<file path="src/rtl/lcd_init_seq.sv">
// Power-up sequencer for an 8080-style 8-bit LCD: pulses hardware reset, then streams
// the init ROM to the panel one write strobe per word, pausing after sleep-out (0x11).
module lcd_init_seq #(
  parameter int ROM_LAST   = 103,
  parameter int T_RST_LO   = 500,
  parameter int T_RST_WAIT = 6_000_000,
  parameter int T_SLP      = 6_000_000,
  parameter int T_WR_LO    = 2,
  parameter int T_WR_HI    = 2
) (
  input  logic       clk,
  input  logic       rst,
  input  logic       start,
  output logic [6:0] rom_addr,
  input  logic [8:0] rom_data,
  output logic       lcd_rst_n,
  output logic       lcd_cs_n,
  output logic       lcd_dcx,
  output logic       lcd_wr_n,
  output logic       lcd_rd_n,
  output logic [7:0] lcd_db,
  output logic       busy,
  output logic       done
);

  localparam int T_MAX_A = (T_RST_WAIT > T_SLP) ? T_RST_WAIT : T_SLP;
  localparam int T_MAX_B = (T_RST_LO > T_WR_LO) ? T_RST_LO : T_WR_LO;
  localparam int T_MAX_C = (T_MAX_B > T_WR_HI) ? T_MAX_B : T_WR_HI;
  localparam int T_MAX   = (T_MAX_A > T_MAX_C) ? T_MAX_A : T_MAX_C;
  localparam int CNT_W   = $clog2(T_MAX + 1);

  localparam logic [8:0] CMD_SLPOUT = 9'h011;

  typedef enum logic [3:0] {
    IDLE, RST_LO, RST_WAIT, RD0, RD1, WR_LO, WR_HI, SLP, DONE
  } state_t;

  state_t           state, state_next;
  logic [CNT_W-1:0] cnt;
  logic [6:0]       idx;
  logic             idx_clr, idx_inc, capture;
  logic             idx_last;

  assign idx_last = (idx == 7'(ROM_LAST));

  always_comb begin
    state_next = state;
    idx_clr    = 1'b0;
    idx_inc    = 1'b0;
    capture    = 1'b0;
    case (state)
      IDLE, DONE: begin
        if (start) begin
          state_next = RST_LO;
          idx_clr    = 1'b1;
        end
      end
      RST_LO:   if (cnt == CNT_W'(T_RST_LO - 1))   state_next = RST_WAIT;
      RST_WAIT: if (cnt == CNT_W'(T_RST_WAIT - 1)) state_next = RD0;
      RD0:      state_next = RD1;
      RD1: begin
        capture    = 1'b1;
        state_next = WR_LO;
      end
      WR_LO:    if (cnt == CNT_W'(T_WR_LO - 1))    state_next = WR_HI;
      WR_HI: begin
        if (cnt == CNT_W'(T_WR_HI - 1)) begin
          // Only a command 0x11 (DCX=0) is sleep-out; a 0x11 parameter is ordinary data.
          if ({lcd_dcx, lcd_db} == CMD_SLPOUT) begin
            state_next = SLP;
          end else if (idx_last) begin
            state_next = DONE;
          end else begin
            idx_inc    = 1'b1;
            state_next = RD0;
          end
        end
      end
      SLP: begin
        if (cnt == CNT_W'(T_SLP - 1)) begin
          if (idx_last) begin
            state_next = DONE;
          end else begin
            idx_inc    = 1'b1;
            state_next = RD0;
          end
        end
      end
      default: state_next = IDLE;
    endcase
  end

  // Dwell counter restarts from zero on every state change.
  always_ff @(posedge clk) begin
    if (rst) begin
      state   <= IDLE;
      cnt     <= '0;
      idx     <= '0;
      lcd_dcx <= 1'b1;
      lcd_db  <= 8'h00;
    end else begin
      state <= state_next;
      cnt   <= (state_next != state) ? '0 : cnt + 1'b1;
      if (idx_clr)      idx <= '0;
      else if (idx_inc) idx <= idx + 1'b1;
      if (capture) begin
        lcd_dcx <= rom_data[8];
        lcd_db  <= rom_data[7:0];
      end
    end
  end

  assign rom_addr  = idx;
  assign lcd_rst_n = (state != RST_LO);
  assign lcd_wr_n  = (state != WR_LO);
  assign lcd_rd_n  = 1'b1;
  assign lcd_cs_n  = (state == IDLE) || (state == RST_LO) || (state == RST_WAIT);
  assign busy      = (state != IDLE) && (state != DONE);
  assign done      = (state == DONE);

endmodule
</file>
<file path="config.mk">
export PLATFORM = sky130hd
export DESIGN_NAME = lcd_init_seq
export DESIGN_NICKNAME = d
export VERILOG_FILES = /design/src/rtl/lcd_init_seq.sv
export SDC_FILE = /design/constraint.sdc
export NUM_CORES = 1
export LEC_CHECK = 0
export ABC_AREA = 1
export BUFFER_PORTS_ARGS = -buffer_cell sky130_fd_sc_hd__buf_2
export CAP_MARGIN = 20
export CORE_MARGIN = 3
export CORE_UTILIZATION = 63
export CTS_CLUSTER_SIZE = 8
export DETAILED_ROUTE_END_ITERATION = 16
export MAX_ROUTING_LAYER = met4
export PLACE_DENSITY = 0.81
export RECOVER_POWER = 25
export SYNTH_ARGS = -nofsm -noshare
export SYNTH_HDL_FRONTEND = slang
export SYNTH_SLANG_ARGS = --single-unit
export TNS_END_PERCENT = 20
</file>
<file path="constraint.sdc">
create_clock -name clk -period 5.1 [get_ports clk]
set_clock_uncertainty 0.15 [all_clocks]
set_input_delay 0.255 -clock clk [delete_from_list [all_inputs] [get_ports clk]]
set_output_delay 0.255 -clock clk [all_outputs]
set_load 0.01 [all_outputs]
</file>
==> results of run 1 <==
-- how the worst max path moves through the flow --
stage	slack [ns]	from	endpoint	depth (start not counted)
floorplan	3.02	cnt[0]	cnt[13]	15
global placement	2.47	cnt[0]	cnt[16]	15
detailed placement	2.42	cnt[0]	cnt[16]	15
CTS	2.38	cnt[0]	cnt[16]	15
global route	2.12	cnt[0]	cnt[18]	15
finish	2.37	cnt[0]	cnt[16]	15
-- per-stage QoR --
stage	hold slack, ns	instance area, um^2
3_3_place_gp	0.3130	2988
5_1_grt	0.04455	3060
6_report	0.04024	3060
3_5_place_dp	0.3194	2988
4_1_cts	0.03990	3080
2_1_floorplan	0.1741	2848
-- metal layers --
layer  track usage, %  vias up
met5                -        -
met2            37.93       65
met1            31.28     1135
met4            7.172        0
li1                 -     1340
met3            5.510        6
-- cells in the mapped netlist --
cell,number
sky130_fd_sc_hd__ha_1,3
sky130_fd_sc_hd__nor3_2,2
sky130_fd_sc_hd__buf_6,2
sky130_fd_sc_hd__nor2_4,24
sky130_fd_sc_hd__o21ai_0,8
sky130_fd_sc_hd__a31oi_1,1
sky130_fd_sc_hd__nor2_2,9
sky130_fd_sc_hd__buf_12,2
sky130_fd_sc_hd__nand3_2,4
sky130_fd_sc_hd__nand3_1,33
sky130_fd_sc_hd__clkinv_1,2
sky130_fd_sc_hd__dfxtp_1,43
sky130_fd_sc_hd__o211ai_1,1
sky130_fd_sc_hd__conb_1,1
sky130_fd_sc_hd__inv_1,49
sky130_fd_sc_hd__nor3_1,9
sky130_fd_sc_hd__xor2_1,17
sky130_fd_sc_hd__nand3_4,1
sky130_fd_sc_hd__nand2_1,84
sky130_fd_sc_hd__nand4_2,1
sky130_fd_sc_hd__clkbuf_1,2
sky130_fd_sc_hd__buf_2,1
sky130_fd_sc_hd__buf_4,1
sky130_fd_sc_hd__nand2_2,7
sky130_fd_sc_hd__nor2_1,64
sky130_fd_sc_hd__a21oi_1,13
sky130_fd_sc_hd__nand4_1,9
sky130_fd_sc_hd__nor4_1,3
sky130_fd_sc_hd__and2_4,1
sky130_fd_sc_hd__xnor2_1,6
sky130_fd_sc_hd__inv_2,11
-- registers in the layout, summed over array words and instances (netlist names) --
register and flops:
lcd_dcx 1, cnt 23, state 4, rom_addr 7, lcd_db 8
-- final cells by class --
| class | instances | area, um^2 |
|---|---|---|
| fill | 379 | 1112 |
| multi-input combinational | 301 | 1672 |
| timing repair buffer | 32 | 140.1 |
| tap | 50 | 62.56 |
| clock buffer | 5 | 68.82 |
| sequential | 43 | 860.8 |
| clock inverter | 3 | 23.77 |
| inverter | 62 | 232.7 |
-- worst reg2reg max path, stage by stage (launching register included) --
cell and delay [ns]:
sky130_fd_sc_hd__dfxtp_1 0.44, sky130_fd_sc_hd__ha_1 0.25, sky130_fd_sc_hd__nand2_1 0.11, sky130_fd_sc_hd__nor2_4 0.17
sky130_fd_sc_hd__nand3_2 0.09, sky130_fd_sc_hd__nor2_2 0.10, sky130_fd_sc_hd__nand2_1 0.11, sky130_fd_sc_hd__nand2_1 0.09
sky130_fd_sc_hd__nand2_1 0.05, sky130_fd_sc_hd__nand2_1 0.05, sky130_fd_sc_hd__nand2_1 0.05, sky130_fd_sc_hd__clkinv_1 0.05
sky130_fd_sc_hd__nand2_2 0.06, sky130_fd_sc_hd__nor2_4 0.11, sky130_fd_sc_hd__nand3_4 0.50, sky130_fd_sc_hd__nor2_1 0.28
-- power groups by stage --
stage / registers, uW / clock network (uW) / logic (uW)
after floorplan: 348 / 0 / 47.9
after global placement: 348 / 0 / 52.8
after detailed placement: 348 / 0 / 53.9
after CTS: 341 / 230 / 54.2
after global routing: 341 / 244 / 61.3
final: 341 / 225 / 54.1
-- cells by family (layout without fill, tap and decap cells) --
group | Yosys count | count (layout) | synth area share (%)
xor+xnor | 23 | 23 | 7.074
buf+inv | 70 | 102 | 11.07
other cells | 1 | 1 | 0.1317
flops | 43 | 43 | 30.23
fa+ha+maj | 3 | 3 | 1.318
compound gates | 23 | 23 | 4.174
simple gates | 251 | 251 | 46.00
==> flow_metrics.py, run 1 <==
metrics = {
    "status": {
        "run_status": "complete, no violations",
    },
    "pwr": {
        "p_total_uw": 620.0,
        "maximum_vdd_drop_mv": 0.1672,
        "pwr-share-clk_pct": 36.3,
        "swShare_pct": 27.11,
        "pint_uw": 451.9,
        "power.density_cell_area_nw_per_um2": 202.6,
        "seq_power_share_pct": 54.9,
        "comb_pwr_share_pct": 8.7,
        "netSwitchingPower_uw": 168.1,
        "power.leakage_uw": 0.001169,
    },
    "worst_setup_path": {
        "endpoint_type_of_the_worst_setup_path": "flop",
        "critical_path.most_common_cell": "sky130_fd_sc_hd__nand2_1",
        "timing.rr.end": "cnt[16]",
        "cp.arrival_ns": 2.80,
        "critical_path.max_fanout": 23,
        "worst_ep_required_time_ns": 5.17,
        "cpLargestDelayFamily": "simple AND/OR/NAND/NOR gates",
        "crit_path_cell_trace": "ha_1, nand2_1, nor2_4, nand3_2, nor2_2, nand2_1, nand2_1, nand2_1, nand2_1, nand2_1, clkinv_1, nand2_2, nor2_4, nand3_4, nor2_1",
        "max_incr_delay_on_cp_ns": 0.49,
        "regToRegStartpoint": "cnt[0]",
        "critical_path.n_buffers_inverters": 1,
        "cp-start-kind": "flop",
        "start_to_end_type_of_the_worst_setup_path": "reg -> reg",
        "worst_r2r_path_depth": 15,
        "worst_case_register_to_register_setup_slack_ns": 2.37,
        "critical_path.slowest_cell": "sky130_fd_sc_hd__nand3_4",
    },
    "clock_network": {
        "path_clk_slew_ns": 0.09,
        "numClockSinks": 43,
        "cts_tree": "built",
        "clk_latency_ns": 0.30,
        "cts_root_buffer": "sky130_fd_sc_hd__clkbuf_8",
        "cts-hold-fix-buffers": 0,
        "ctsLongestPathBuffers": 2,
        "cts_post_setup_buffers_inserted": 0,
        "cts.htree.levels": 2,
        "tritoncts.num_buffers": 5,
        "postCtsResizedCells": 0,
    },
    "hold_path": {
        "min_path_type": "in -> reg",
        "startpoint_of_the_lowest_slack_hold_path": "rom_data[8]",
        "timing.hold.worst_endpoint": "lcd_dcx",
        "min_delay_path_depth": 3,
    },
    "sta": {
        "min_period_ns": 2.732,
        "total_count_of_max_transition_violations_in_the_final_report": 0,
        "max_freq_mhz": 366.0,
        "tightest_slew_ns": 0.6874,
        "setup_violations": 0,
        "totalNegativeSetupSlack_ns": 0,
        "final.setup.worst_slack_ns": 2.368,
        "final-hold-violation-count": 0,
        "max-slew-margin-rel_pct": 54.17,
        "final_min_period_over_clock_period_pct": 53.57,
        "grt_setup_unrepaired": "false",
    },
    "route": {
        "routed_wirelength_um": 5757,
        "route.detailed.wl_per_inst_um": 11.61,
        "drtIter0Drc": 173,
        "m1WireLength_um": 2767,
        "wl_met3_um": 302,
        "ant_nets": 0,
        "firstDrtPassIters": 5,
        "wl_met2_um": 2629,
        "highest-signal-layer": "met4",
        "vias_per_cell": 5.133,
        "dr_vias": 2546,
        "drc": 0,
    },
    "layout": {
        "layout.cells.non_filler": 496,
        "final_common_cell": "sky130_fd_sc_hd__nand2_1",
        "post-route-util_pct": 73.34,
        "layout_common_cells": "sky130_fd_sc_hd__nand2_1, sky130_fd_sc_hd__nor2_1, sky130_fd_sc_hd__inv_1",
        "num-nets-final": 460,
        "syn_to_final_growth_pct": 7.469,
        "antennaDiodeCount": 0,
        "post_route_cells_drive_above_1_share_pct": 18.83,
    },
    "synth": {
        "number_of_distinct_standard_cells_referenced_by_the_synthesized_netlist": 31,
        "post-synth-top-area-cell": "sky130_fd_sc_hd__dfxtp_1",
        "synth.top_cell.area_share_pct": 30.23,
        "synth_fp_nets": 429,
        "cell_area_synth_um2": 2848,
        "yosys_register_bits": 43,
        "netlist_instances": 414,
        "synthTopCellsByArea": "sky130_fd_sc_hd__dfxtp_1, sky130_fd_sc_hd__nand2_1, sky130_fd_sc_hd__nor2_4",
        "avgSynthCellArea_um2": 6.879,
        "synth.yosys.seq_area_share_pct": 30.23,
        "count_of_yosys_warnings_during_synthesis": 0,
    },
    "global_route": {
        "gr-usage-all-layers_pct": 24.29,
        "grt_pass1_vias": 2386,
        "grt_start_max_net_pins": 24,
        "overflow": 0,
        "grt_antenna_before_repair": 0,
        "grt_first_pass_wirelength_um": 10160,
    },
    "place": {
        "dp_worst_setup_slack_ns": 2.417,
        "post-place-cells": 488,
        "final_estimated_routing_congestion_in_global_placement": 0.8835,
        "place.port_buffers": 32,
        "hpwl_um": 4352,
    },
    "job": {
        "max-cap-violations": 0,
    },
    "floorplan": {
        "core_region_area_um2": 4173,
        "fp.dieW_um": 73.23,
        "initial_core_util_pct": 68.25,
        "dieArea_um2": 5363,
        "row_count": 23,
        "die-height_um": 73.23,
        "io-pin-count": 34,
    },
}
Power figures use the tool's default switching activity.
==> inputs of run 2 (changes only) <==
--- a/config.mk
+++ b/config.mk
@@ -9,11 +9,11 @@
 export BUFFER_PORTS_ARGS = -buffer_cell sky130_fd_sc_hd__buf_2
 export CAP_MARGIN = 20
 export CORE_MARGIN = 3
-export CORE_UTILIZATION = 63
+export CORE_UTILIZATION = 53
 export CTS_CLUSTER_SIZE = 8
 export DETAILED_ROUTE_END_ITERATION = 16
 export MAX_ROUTING_LAYER = met4
-export PLACE_DENSITY = 0.81
+export PLACE_DENSITY = 0.73
 export RECOVER_POWER = 25
 export SYNTH_ARGS = -nofsm -noshare
 export SYNTH_HDL_FRONTEND = slang
==> constraint.sdc (replaced) <==
create_clock -name clk -period 2.2 [get_ports clk]
set_clock_uncertainty 0.15 [all_clocks]
set_input_delay 0.11 -clock clk [delete_from_list [all_inputs] [get_ports clk]]
set_output_delay 0.11 -clock clk [all_outputs]
set_load 0.01 [all_outputs]
==> run 2 against run 1 <==
  * Final cell count increased by 8.3%
  * Clock power grew to 2.9 times the previous value
  * Final area is 13% higher
  * Global-route usage fell by 2.7 points
  * Sequential power rose by 130%
  * Total power grew to 2.6 times the previous value
  * Flip-flop and latch count stayed put
  * Critical path type unchanged
  * Largest cell class unchanged
==> flow_metrics.py, run 2 (same netlist as run 1, synthesis figures left out) <==
metrics = {
    "worst_setup_path": {
        "worst_ep_required_time_ns": 2.26,
        "critical_path.max_fanout": 6,
        "critical_path.slowest_cell": "sky130_fd_sc_hd__dfxtp_4",
        "max_incr_delay_on_cp_ns": 0.38,
        "cpLargestDelayFamily": "simple AND/OR/NAND/NOR gates",
        "crit_path_cell_trace": "ha_4, nand2_4, nor2_4, nand3_2, nor2_4, nand3_2, nand2_2, and2_4, nand3_2, nand2_2, inv_2, nand3_4, clkbuf_16, nor2_4",
        "worst_case_register_to_register_setup_slack_ns": 0.03,
        "start_to_end_type_of_the_worst_setup_path": "reg -> reg",
        "cp-start-kind": "flop",
        "cp.arrival_ns": 2.23,
        "endpoint_type_of_the_worst_setup_path": "flop",
        "critical_path.n_buffers_inverters": 2,
    },
    "clock_network": {
        "cts.htree.levels": 2,
        "cts_root_buffer": "sky130_fd_sc_hd__clkbuf_8",
        "path_clk_slew_ns": 0.09,
        "ctsLongestPathBuffers": 2,
        "tritoncts.num_buffers": 5,
        "clk_latency_ns": 0.30,
        "numClockSinks": 43,
        "cts_tree": "built",
    },
    "route": {
        "routed_wirelength_um": 6423,
        "ant_nets": 0,
        "route.detailed.wl_per_inst_um": 11.96,
        "drc": 0,
        "firstDrtPassIters": 4,
        "drtIter0Drc": 161,
        "vias_per_cell": 4.933,
        "dr_vias": 2649,
    },
    "sta": {
        "final_min_period_over_clock_period_pct": 98.53,
        "grt_setup_unrepaired": "true",
        "min_period_ns": 2.168,
        "setup_violations": 0,
        "max_freq_mhz": 461.3,
        "final-hold-violation-count": 0,
        "total_count_of_max_transition_violations_in_the_final_report": 0,
        "final.hold.worst_slack_ns": 0.02328,
    },
    "pwr": {
        "power.density_cell_area_nw_per_um2": 471.3,
        "power.leakage_uw": 0.001364,
        "maximum_vdd_drop_mv": 0.3351,
    },
    "layout": {
        "layout_common_cells": "sky130_fd_sc_hd__nand2_1, sky130_fd_sc_hd__nor2_1, sky130_fd_sc_hd__inv_1",
        "multi_input_comb_area_um2": 1753,
        "largest_reg_flops": 23,
        "layout.cells.non_filler": 537,
        "number_of_inserted_filler_cells_in_the_final_layout": 449,
        "final_common_cell": "sky130_fd_sc_hd__nand2_1",
        "largest-register": "cnt",
        "syn_to_final_growth_pct": 21.35,
        "post-route-util_pct": 67.23,
        "post_route_cells_drive_above_1_share_pct": 26.77,
        "register_area_um2": 874.6,
        "num-nets-final": 481,
        "antennaDiodeCount": 0,
    },
    "hold_path": {
        "min_path_type": "in -> reg",
    },
    "job": {
        "max-cap-violations": 0,
    },
    "status": {
        "run_status": "complete, no violations",
    },
    "place": {
        "post-place-cells": 516,
        "hpwl_um": 4627,
        "place.port_buffers": 32,
        "final_estimated_routing_congestion_in_global_placement": 0.9371,
    },
    "floorplan": {
        "die-height_um": 79.30,
        "io-pin-count": 34,
        "row_count": 26,
        "core_region_area_um2": 5140,
        "initial_core_util_pct": 55.40,
        "fp.dieW_um": 79.30,
        "dieArea_um2": 6288,
    },
    "global_route": {
        "grt_start_max_net_pins": 16,
        "grt_first_pass_wirelength_um": 10710,
        "overflow": 0,
        "gr-usage-all-layers_pct": 21.59,
        "grt_antenna_before_repair": 0,
        "grt_pass1_vias": 2486,
    },
}
==> run 2: cell count changes in the layout (fill, tap and decap cells not counted), moves of 3 or more <==
cell,before,now
sky130_fd_sc_hd__dlygate4sd3_1,0,10
sky130_fd_sc_hd__buf_2,16,24
sky130_fd_sc_hd__clkbuf_1,16,8
sky130_fd_sc_hd__buf_4,0,7
sky130_fd_sc_hd__dfxtp_1,43,36
sky130_fd_sc_hd__nand2_1,84,77
sky130_fd_sc_hd__nand2_2,7,13
sky130_fd_sc_hd__dfxtp_2,0,5
sky130_fd_sc_hd__ha_1,3,0
sky130_fd_sc_hd__nand3_1,33,30
sky130_fd_sc_hd__nand3_2,4,7
==> run 2: where the power goes <==
group | internal (uW) | switching [uW] | leakage, uW
clock network | 343 | 311 | 0.0000548
logic | 83.3 | 101 | 0.000958
registers | 782 | 8.12 | 0.000351
total | 1210 | 421 | 0.00136
==> run 2: final cells by class <==
| type | count | area share, % |
|---|---|---|
| clock buffers | 5 | 1.991 |
| clock inverters | 3 | 1.340 |
| inverters | 62 | 6.734 |
| multi-input cells | 301 | 50.72 |
| flip-flops and latches | 43 | 25.31 |
| well taps | 70 | 2.534 |
| repair buffers | 53 | 11.37 |
==> run 2: repair_timing <==
item	CTS	global route
gates resized for setup	1	28
pin swaps	0	11
hold buffers	10	0
setup endpoints to repair	8	30
buffers inserted	0	1
hold endpoints to repair	13	0
gates cloned	0	2
==> run 2: stage by stage <==
step | area, um^2 | total power, uW | setup slack [ns] | TNS, ns
after global routing | 3456 | 1686 | -0.08355 | -1.485
after CTS | 3316 | 1611 | 0.001404 | 0
after detailed placement | 3098 | 951.1 | -0.01113 | -0.01134
after floorplan | 2848 | 917.5 | 0.1225 | 0
after global placement | 3098 | 949.6 | 0.06972 | 0
final | 3456 | 1629 | 0.03234 | 0
==> run 2: final timing paths <==
path / from / endpoint / depth (start not counted)
max: cnt[0] / cnt[19] / 14
min: start / rom_addr[2] / 4
max reg2reg: cnt[0] / cnt[19] / 14
min reg2reg: lcd_db[0] / lcd_db[0] / 2
==> run 2: per-layer routing <==
| metal | routed length [um] | track usage [%] | part of all wire (%) |
|---|---|---|---|
| met3 | 199 | 3.175 | 3.1 |
| met4 | 97 | 6.357 | 1.5 |
| met5 | 0 | - | 0 |
| met2 | 3165 | 36.28 | 49 |
| met1 | 2961 | 26.94 | 46 |
==> run 2: worst reg2reg max path: stages, from the launching register on <==
cell and delay (ns):
sky130_fd_sc_hd__dfxtp_4 0.38, sky130_fd_sc_hd__ha_4 0.15, sky130_fd_sc_hd__nand2_4 0.05, sky130_fd_sc_hd__nor2_4 0.17, sky130_fd_sc_hd__nand3_2 0.11, sky130_fd_sc_hd__nor2_4 0.14, sky130_fd_sc_hd__nand3_2 0.08, sky130_fd_sc_hd__nand2_2 0.12
sky130_fd_sc_hd__and2_4 0.15, sky130_fd_sc_hd__nand3_2 0.08, sky130_fd_sc_hd__nand2_2 0.07, sky130_fd_sc_hd__inv_2 0.04, sky130_fd_sc_hd__nand3_4 0.14, sky130_fd_sc_hd__clkbuf_16 0.21, sky130_fd_sc_hd__nor2_4 0.03
==> inputs of run 3 (changes only) <==
--- a/config.mk
+++ b/config.mk
@@ -8,12 +8,14 @@
 export ABC_AREA = 1
 export BUFFER_PORTS_ARGS = -buffer_cell sky130_fd_sc_hd__buf_2
 export CAP_MARGIN = 20
+export CELL_PAD_IN_SITES_DETAIL_PLACEMENT = 1
+export CELL_PAD_IN_SITES_GLOBAL_PLACEMENT = 1
 export CORE_MARGIN = 3
-export CORE_UTILIZATION = 53
-export CTS_CLUSTER_SIZE = 8
+export CORE_UTILIZATION = 38
+export CTS_CLUSTER_SIZE = 12
 export DETAILED_ROUTE_END_ITERATION = 16
 export MAX_ROUTING_LAYER = met4
-export PLACE_DENSITY = 0.73
+export PLACE_DENSITY = 0.72
 export RECOVER_POWER = 25
 export SYNTH_ARGS = -nofsm -noshare
 export SYNTH_HDL_FRONTEND = slang
==> run 3 against run 2 <==
  * Die area is 36% higher
  * Sequential power hardly changed
  * Largest cell class unchanged
  * Register-to-register slack worse by 0.02 ns
  * Maximum frequency is 0.78% lower
  * Routed wire length is 21% higher
  * Global-route usage is 2.0 points lower
  * Final area is 3.1% higher
==> flow_metrics.py, run 3 (same netlist as run 1, synthesis figures left out) <==
metrics = {
    "route": {
        "vias_per_cell": 4.669,
        "drtIter0Drc": 49,
        "dr_vias": 2680,
        "drc": 0,
        "route.detailed.wl_per_inst_um": 13.57,
        "firstDrtPassIters": 4,
        "ant_nets": 0,
        "routed_wirelength_um": 7790,
    },
    "sta": {
        "setup_violations": 0,
        "final_min_period_over_clock_period_pct": 99.30,
        "grt_setup_unrepaired": "true",
        "max_freq_mhz": 457.7,
        "totalNegativeSetupSlack_ns": 0,
        "total_count_of_max_transition_violations_in_the_final_report": 0,
        "final-hold-violation-count": 0,
        "min_period_ns": 2.185,
    },
    "clock_network": {
        "numClockSinks": 43,
        "cts.htree.levels": 2,
        "tritoncts.num_buffers": 5,
        "cts_tree": "built",
        "cts_root_buffer": "sky130_fd_sc_hd__clkbuf_8",
        "path_clk_slew_ns": 0.09,
        "clk_latency_ns": 0.29,
        "ctsLongestPathBuffers": 2,
    },
    "floorplan": {
        "initial_core_util_pct": 40.57,
        "row_count": 30,
        "dieArea_um2": 8569,
        "io-pin-count": 34,
        "die-height_um": 92.57,
        "core_region_area_um2": 7019,
        "fp.dieW_um": 92.57,
    },
    "pwr": {
        "power.leakage_uw": 0.001404,
        "p_total_uw": 1496,
        "power.density_cell_area_nw_per_um2": 419.9,
        "maximum_vdd_drop_mv": 0.3593,
    },
    "status": {
        "run_status": "complete, no violations",
    },
    "layout": {
        "largest_reg_flops": 23,
        "layout_common_cells": "sky130_fd_sc_hd__nand2_1, sky130_fd_sc_hd__nor2_1, sky130_fd_sc_hd__inv_1",
        "syn_to_final_growth_pct": 25.09,
        "final_common_cell": "sky130_fd_sc_hd__nand2_1",
        "post_route_cells_drive_above_1_share_pct": 29.29,
        "num-nets-final": 492,
        "largest-register": "cnt",
        "antennaDiodeCount": 0,
    },
    "worst_setup_path": {
        "endpoint_type_of_the_worst_setup_path": "flop",
        "critical_path.max_fanout": 8,
        "cp-start-kind": "flop",
        "worst_ep_required_time_ns": 2.24,
        "cp.arrival_ns": 2.22,
        "start_to_end_type_of_the_worst_setup_path": "reg -> reg",
    },
    "global_route": {
        "grt_pass1_vias": 2915,
        "grt_antenna_before_repair": 0,
        "overflow": 0,
        "gr-usage-all-layers_pct": 19.57,
        "grt_first_pass_wirelength_um": 13390,
        "grt_start_max_net_pins": 14,
    },
    "place": {
        "place.port_buffers": 32,
        "hpwl_um": 5995,
        "final_estimated_routing_congestion_in_global_placement": 0.8509,
    },
    "job": {
        "max-cap-violations": 0,
    },
    "hold_path": {
        "min_path_type": "in -> reg",
    },
}
## run 3: cell count changes in the layout (fill, tap and decap cells not counted), sizes merged
cell,delta
buf,+12
bufinv,-1
clkinv,+1
inv,-1
## run 3: repair_timing
action,4_1_cts,5_1_grt
setup buffers,1,2
gates cloned,1,0
gates resized for setup,14,27
setup endpoints to repair,13,30
pin swaps,2,11
hold buffers,10,0
endpoints found under the hold margin,13,0
## run 3: layer usage
metal | global-route usage (%) | part of all wire (%)
met4 | 3.342 | 0.65
met5 | - | 0
met3 | 3.006 | 1.7
met1 | 24.86 | 49
met2 | 33.35 | 49
## run 3: layout make-up
cell class | count | area (um^2)
fill | 939 | 3457
sequential | 43 | 877.1
timing repair buffer | 64 | 462.9
multi-input combinational | 301 | 1784
tap | 96 | 120.1
clock inverter | 2 | 12.51
inverter | 62 | 232.7
clock buffer | 6 | 72.57
## run 3: path summary, 6_finish.rpt
check | start | to | slack [ns] | depth (start not counted)
min reg2reg | lcd_db[0] | lcd_db[0] | 0.33 | 2
max reg2reg | cnt[0] | cnt[15] | 0.02 | 15
max | cnt[0] | cnt[15] | 0.02 | 15
min | start | rom_addr[2] | 0.05 | 4
## run 3: stage by stage
step | cells | setup WS [ns] | hold WS (ns) | instance area, um^2 | util, %
2_1_floorplan | 414 | 0.1225 | 0.02907 | 2848 | -
3_3_place_gp | 552 | 0.05285 | 0.1901 | 3206 | 45.67
3_5_place_dp | 552 | -0.04310 | 0.1919 | 3206 | 45.67
4_1_cts | 572 | 0.008112 | 0.04513 | 3476 | 49.52
5_1_grt | 574 | -0.1250 | 0.05571 | 3562 | 50.75
6_report | 574 | 0.01539 | 0.04817 | 3562 | 50.75
## run 3: critical path, cell delays in order (launching register included)
cell                      delay [ns]
sky130_fd_sc_hd__dfxtp_4        0.39
sky130_fd_sc_hd__ha_4           0.16
sky130_fd_sc_hd__nand2_4        0.05
sky130_fd_sc_hd__nor2_4         0.14
sky130_fd_sc_hd__nand3_2        0.11
sky130_fd_sc_hd__nor2_4         0.14
sky130_fd_sc_hd__nand3_2        0.09
sky130_fd_sc_hd__nand2_2        0.11
sky130_fd_sc_hd__nand2_1        0.07
sky130_fd_sc_hd__nand2_2        0.08
sky130_fd_sc_hd__nand3_1        0.07
sky130_fd_sc_hd__nand2_1        0.07
sky130_fd_sc_hd__nand2_2        0.06
sky130_fd_sc_hd__nand3_4        0.16
sky130_fd_sc_hd__buf_12         0.19
sky130_fd_sc_hd__nor2_4         0.03
## run 3: power by group
group          internal (uW)  total (uW)  switching, uW
registers                781         790           9.03
clock network            223         514            291
logic                   84.2         192            108
